--- config.mk ---
export PLATFORM = sky130hd
export DESIGN_NAME = booth_mul_sched
export DESIGN_NICKNAME = d
export VERILOG_FILES = /design/src/rtl/booth_mul_sched.sv
export SDC_FILE = /design/constraint.sdc
export NUM_CORES = 1
export LEC_CHECK = 0
export BUFFER_PORTS_ARGS = -buffer_cell sky130_fd_sc_hd__buf_2
export CORE_MARGIN = 4
export CORE_UTILIZATION = 44
export CTS_CLUSTER_DIAMETER = 150
export DETAILED_ROUTE_END_ITERATION = 7
export PLACE_DENSITY = 0.78
export SYNTH_ARGS = -nofsm -noshare
export SYNTH_HDL_FRONTEND = slang
export SYNTH_SLANG_ARGS = --single-unit
--- constraint.sdc ---
create_clock -name clk -period 2.4 [get_ports clk]
set_input_delay 0.12 -clock clk [delete_from_list [all_inputs] [get_ports clk]]
set_output_delay 0.12 -clock clk [all_outputs]
set_load 0.01 [all_outputs]
--- src/rtl/booth_mul_sched.sv ---
// Round-robin scheduler sharing one sequential Booth multiplier core.
// Optional WAIT watchdog: define BOOTH_SCHED_TIMEOUT_EN.
module booth_mul_sched #(
  parameter int NREQ    = 4,
  parameter int WIDTH   = 4,
  parameter int ID_W    = 2,
  parameter int TIMEOUT = 15
) (
  input  logic                    clk,
  input  logic                    n_rst,
  input  logic [NREQ-1:0]         req_valid,
  output logic [NREQ-1:0]         req_ready,
  input  logic [NREQ*WIDTH-1:0]   req_a,
  input  logic [NREQ*WIDTH-1:0]   req_b,
  output logic                    mul_start,
  output logic [WIDTH-1:0]        mul_in1,
  output logic [WIDTH-1:0]        mul_in2,
  input  logic                    mul_done,
  input  logic [2*WIDTH-1:0]      mul_out,
  output logic                    rsp_valid,
  input  logic                    rsp_ready,
  output logic [ID_W-1:0]         rsp_id,
  output logic [2*WIDTH-1:0]      rsp_prod,
  output logic                    rsp_err
);

  typedef enum logic [1:0] {
    IDLE,
    ISSUE,
    WAIT,
    RESP
  } state_t;

  if (NREQ < 2 || TIMEOUT < 1) begin : g_bad_cfg
  end

  state_t               state_q, state_d;
  logic [ID_W-1:0]      rr_q, rr_d;
  logic [ID_W-1:0]      gid_q, gid_d;
  logic [WIDTH-1:0]     a_q, a_d;
  logic [WIDTH-1:0]     b_q, b_d;
  logic                 vld_q, vld_d;
  logic [ID_W-1:0]      id_q, id_d;
  logic [2*WIDTH-1:0]   prod_q, prod_d;
  logic                 err_q, err_d;

  logic                 found;
  logic [ID_W-1:0]      gnt;
  logic [ID_W-1:0]      idx;
  logic [NREQ-1:0]      one;

`ifdef BOOTH_SCHED_TIMEOUT_EN
  localparam int TW = $clog2(TIMEOUT + 1);
  logic [TW-1:0]        wcnt_q, wcnt_d;
`endif

  assign one = {{(NREQ-1){1'b0}}, 1'b1};

  // first valid requester scanning upward from rr_q, wrapping
  always_comb begin
    found = 1'b0;
    gnt   = rr_q;
    idx   = '0;
    for (int k = 0; k < NREQ; k++) begin
      idx = rr_q + ID_W'(k);
      if (!found && req_valid[idx]) begin
        found = 1'b1;
        gnt   = idx;
      end
    end
  end

  assign req_ready =
    (state_q == IDLE && found) ? (one << gnt) : '0;

  always_comb begin
    state_d = state_q;
    rr_d    = rr_q;
    gid_d   = gid_q;
    a_d     = a_q;
    b_d     = b_q;
    vld_d   = vld_q;
    id_d    = id_q;
    prod_d  = prod_q;
    err_d   = err_q;
`ifdef BOOTH_SCHED_TIMEOUT_EN
    wcnt_d  = wcnt_q;
`endif
    unique case (state_q)
      IDLE: begin
        if (found) begin
          gid_d   = gnt;
          a_d     = req_a[gnt*WIDTH +: WIDTH];
          b_d     = req_b[gnt*WIDTH +: WIDTH];
          state_d = ISSUE;
        end
      end
      ISSUE: begin
        state_d = WAIT;
`ifdef BOOTH_SCHED_TIMEOUT_EN
        wcnt_d  = '0;
`endif
      end
      WAIT: begin
        if (mul_done) begin
          prod_d  = mul_out;
          id_d    = gid_q;
          vld_d   = 1'b1;
          err_d   = 1'b0;
          state_d = RESP;
        end
`ifdef BOOTH_SCHED_TIMEOUT_EN
        else if (wcnt_q == TW'(TIMEOUT - 1)) begin
          prod_d  = '0;
          id_d    = gid_q;
          vld_d   = 1'b1;
          err_d   = 1'b1;
          state_d = RESP;
        end else begin
          wcnt_d  = wcnt_q + TW'(1);
        end
`endif
      end
      RESP: begin
        if (rsp_ready) begin
          vld_d   = 1'b0;
          err_d   = 1'b0;
          rr_d    = gid_q + ID_W'(1);
          state_d = IDLE;
        end
      end
      default: state_d = IDLE;
    endcase
  end

  always_ff @(posedge clk) begin
    if (!n_rst) begin
      state_q <= IDLE;
      rr_q    <= '0;
      gid_q   <= '0;
      a_q     <= '0;
      b_q     <= '0;
      vld_q   <= 1'b0;
      id_q    <= '0;
      prod_q  <= '0;
      err_q   <= 1'b0;
`ifdef BOOTH_SCHED_TIMEOUT_EN
      wcnt_q  <= '0;
`endif
    end else begin
      state_q <= state_d;
      rr_q    <= rr_d;
      gid_q   <= gid_d;
      a_q     <= a_d;
      b_q     <= b_d;
      vld_q   <= vld_d;
      id_q    <= id_d;
      prod_q  <= prod_d;
      err_q   <= err_d;
`ifdef BOOTH_SCHED_TIMEOUT_EN
      wcnt_q  <= wcnt_d;
`endif
    end
  end

  assign mul_start = (state_q == ISSUE);
  assign mul_in1   = a_q;
  assign mul_in2   = b_q;
  assign rsp_valid = vld_q;
  assign rsp_id    = id_q;
  assign rsp_prod  = prod_q;
`ifdef BOOTH_SCHED_TIMEOUT_EN
  assign rsp_err   = err_q;
`else
  assign rsp_err   = 1'b0;
  logic unused_err;
  assign unused_err = err_q;
`endif

endmodule
==> flow_summary.json <==
{
  "grt_usage_pct": 16.1,
  "synth_area_leader_cell": "dfxtp_1",
  "clk_latency_ns": 0.32,
  "cts.sinks": 25,
  "synth_area_per_cell_um2": 8.91,
  "finalSetupViolations": 0,
  "syn-cell-area_um2": 1380,
  "vias": 1347,
  "totalWireLength_um": 3320,
  "drive_above_1_share_pct": 42.9,
  "die_y_um": 64.0,
  "initialDrtViolationCount": 78,
  "htreeDepth": 1,
  "swShare_pct": 36.9,
  "synth.distinct_cells": 33,
  "final_max_slew_viol_count": 0,
  "ant_nets": 0,
  "netlist.area_leader.share_pct": 36.2,
  "path_max_fanout": 19,
  "max_freq_mhz": 487,
  "rsz0062_at_grt": "no",
  "finalSetupTns_ns": 0,
  "cellPowerDensity_nw_per_um2": 753,
  "critPathKind": "reg2out",
  "grt_pass1_wl_um": 5460,
  "grtUsageMet1_pct": 20.1,
  "async_flop_share_pct": 0,
  "preCtsSetupSlack_ns": 0.369,
  "multi_input_area_um2": 808,
  "cts_buffer_depth": 2,
  "timing.final.ws_setup_ns": 0.346,
  "dpl.hpwl_um": 2620,
  "final.setup_skew_ns": 0.0120,
  "status": "finished, final reports clean",
  "switchingPower_mw": 0.493,
  "post_cts_buffers": 0,
  "post_dp_cell_area_um2": 1750,
  "worst_pin_slew_ns": 0.569,
  "n_fill_cell": 297,
  "portBuffers": 71,
  "synth-seq-cells": 25,
  "area_growth_syn_to_layout_pct": 28.5,
  "cts_tree": "done",
  "synth.top_cells.by_area": "dfxtp_1 36%, mux2_4 7.6%, mux2_2 7.3%, nand2_1 6.8%, a21oi_1 5.8%",
  "overflow": 0,
  "io-pin-count": 73,
  "remaining_drc_errors": 0,
  "met3_usage_pct": 2.46,
  "ys.flop_type": "dfxtp_1",
  "worst_hold_slack_ns": 0.0143,
  "yosys_warnings": 0,
  "min_path_type": "in2reg",
  "via_per_inst": 5.03,
  "wl_per_cell_um": 12.4,
  "synthTopCellsByCount": "25 x dfxtp_1, 25 x nand2_1, 16 x a21oi_1",
  "clk_pin_slew_ns": 0.15,
  "first_pass_iters": 4,
  "cp.required_ns": 2.28,
  "slew_headroom_pct": 61.9,
  "ctsHoldBuffers": 0,
  "comb_power_share_pct": 43.4,
  "p_leak_nw": 0.887,
  "finalInstanceArea_um2": 1780,
  "gp_congestion": 0.770,
  "core_um2": 3030,
  "pwr-share-seq_pct": 42.4,
  "rows": 20,
  "grt_max_degree": 20,
  "ff_latch_area_um2": 500,
  "ys_seq_area_share_pct": 36.2,
  "die_x_um": 64.0,
  "start_util_pct": 45.6,
  "top_usage_layer": "met2",
  "cap_viol_max_count": 0,
  "end_kind": "output pin",
  "hold_viol_final": 0,
  "die-area_um2": 4100,
  "fin_util_pct": 58.6,
  "peakVddDrop_v": 0.000341,
  "cts_resized": 0,
  "finalCritPeriodShare_pct": 85.6,
  "synth_nets": 208,
  "layout.nets": 278,
  "power_frac_clock_pct": 14.2,
  "grt_pass1_vias": 1265,
  "internal_power_mw": 0.843,
  "synth-edff-count": 0,
  "grt_use_met2_pct": 28.9,
  "arrival_ns": 1.93,
  "cts_root_buffer": "clkbuf_4",
  "min_period_ns": 2.05,
  "diodes": 0,
  "netlist_instances": 155,
  "antenna_found_initial": 0,
  "cp-start-kind": "flop",
  "cts-buffers-inserted": 3
}
## area by class of cell
type,instances,share of cell area [%]
Clock inverter,1,0.423
Clock buffer,3,1.27
Timing Repair Buffer,72,20.4
Tap cell,44,3.10
Multi-Input combinational cell,118,45.5
Sequential cell,25,28.2
Inverter,5,1.06
## path summary, 6_finish.rpt
check | from | to | slack, ns | cells past startpoint
max | rr_q[0] | req_ready[3] | 0.35 | 7
max reg2reg | rr_q[0] | mul_in2[3] | 0.36 | 6
min | mul_out[7] | rsp_prod[7] | 0.01 | 3
min reg2reg | rsp_prod[4] | rsp_prod[4] | 0.46 | 2
## cells by family (layout without fill, tap and decap cells)
family / count (synthesis) / in the layout / synth area share [%]
AO/OA/AOI/OAI: 36 / 36 / 17.8
XOR/XNOR: 1 / 1 / 0.634
adder cells (fa/ha/maj): 5 / 5 / 4.53
buffers and inverters: 12 / 81 / 5.25
flip-flops: 25 / 25 / 36.2
multiplexers: 16 / 16 / 14.9
other: 1 / 1 / 0.271
AND/OR/NAND/NOR: 59 / 59 / 20.4
## power by group through the flow
stage                     Sequential, mW  Combinational [mW]  Clock [mW]
after floorplan                    0.598               0.382           0
after global placement             0.575               0.578           0
after detailed placement           0.574               0.587           0
after CTS                          0.567               0.586       0.195
after global routing               0.582               0.652       0.212
final                              0.566               0.581       0.190
## routing by layer
layer  vias to the layer above  wire length (µm)
li1                        682                 -
met1                       625              1450
met2                        38              1660
met3                         2               186
met4                         0                28
met5                         -                 0
## state kept, by name, indices dropped and copies added, names as in the netlist
register and flops:
rsp_prod 8, mul_in1 4, rsp_id 2, rr_q 2, rsp_valid 1, state_q 2
mul_in2 4, gid_q 2
## critical path: stages (launching register included)
cell	delay, ns
dfxtp_1	0.38
and2b_2	0.23
o21ai_1	0.16
o311a_1	0.19
buf_4	0.28
nand2_1	0.15
nor2_1	0.11
buf_2	0.14
## cell usage in the layout, fill, tap and decap left out, types with 2 or more instances in the layout
cell,synthesis,routed
inv_1,5,5
a21oi_1,16,16
o21bai_1,2,2
o21ai_0,3,3
a221o_1,8,8
nor2_1,12,12
mux2_2,9,9
nand2_1,25,25
and2b_2,3,3
nor3_1,4,4
ha_1,5,5
buf_2,0,71
clkbuf_4,0,3
nor2b_1,2,2
dfxtp_1,25,25
mux2_4,7,7
and3_1,8,8
## metrics by stage
stage | power (mW) | instances
6_report | 1.34 | 268
2_1_floorplan | 0.980 | 155
5_1_grt | 1.45 | 268
3_3_place_gp | 1.15 | 264
3_5_place_dp | 1.16 | 264
4_1_cts | 1.35 | 268
(Power assumes the default switching activity.)
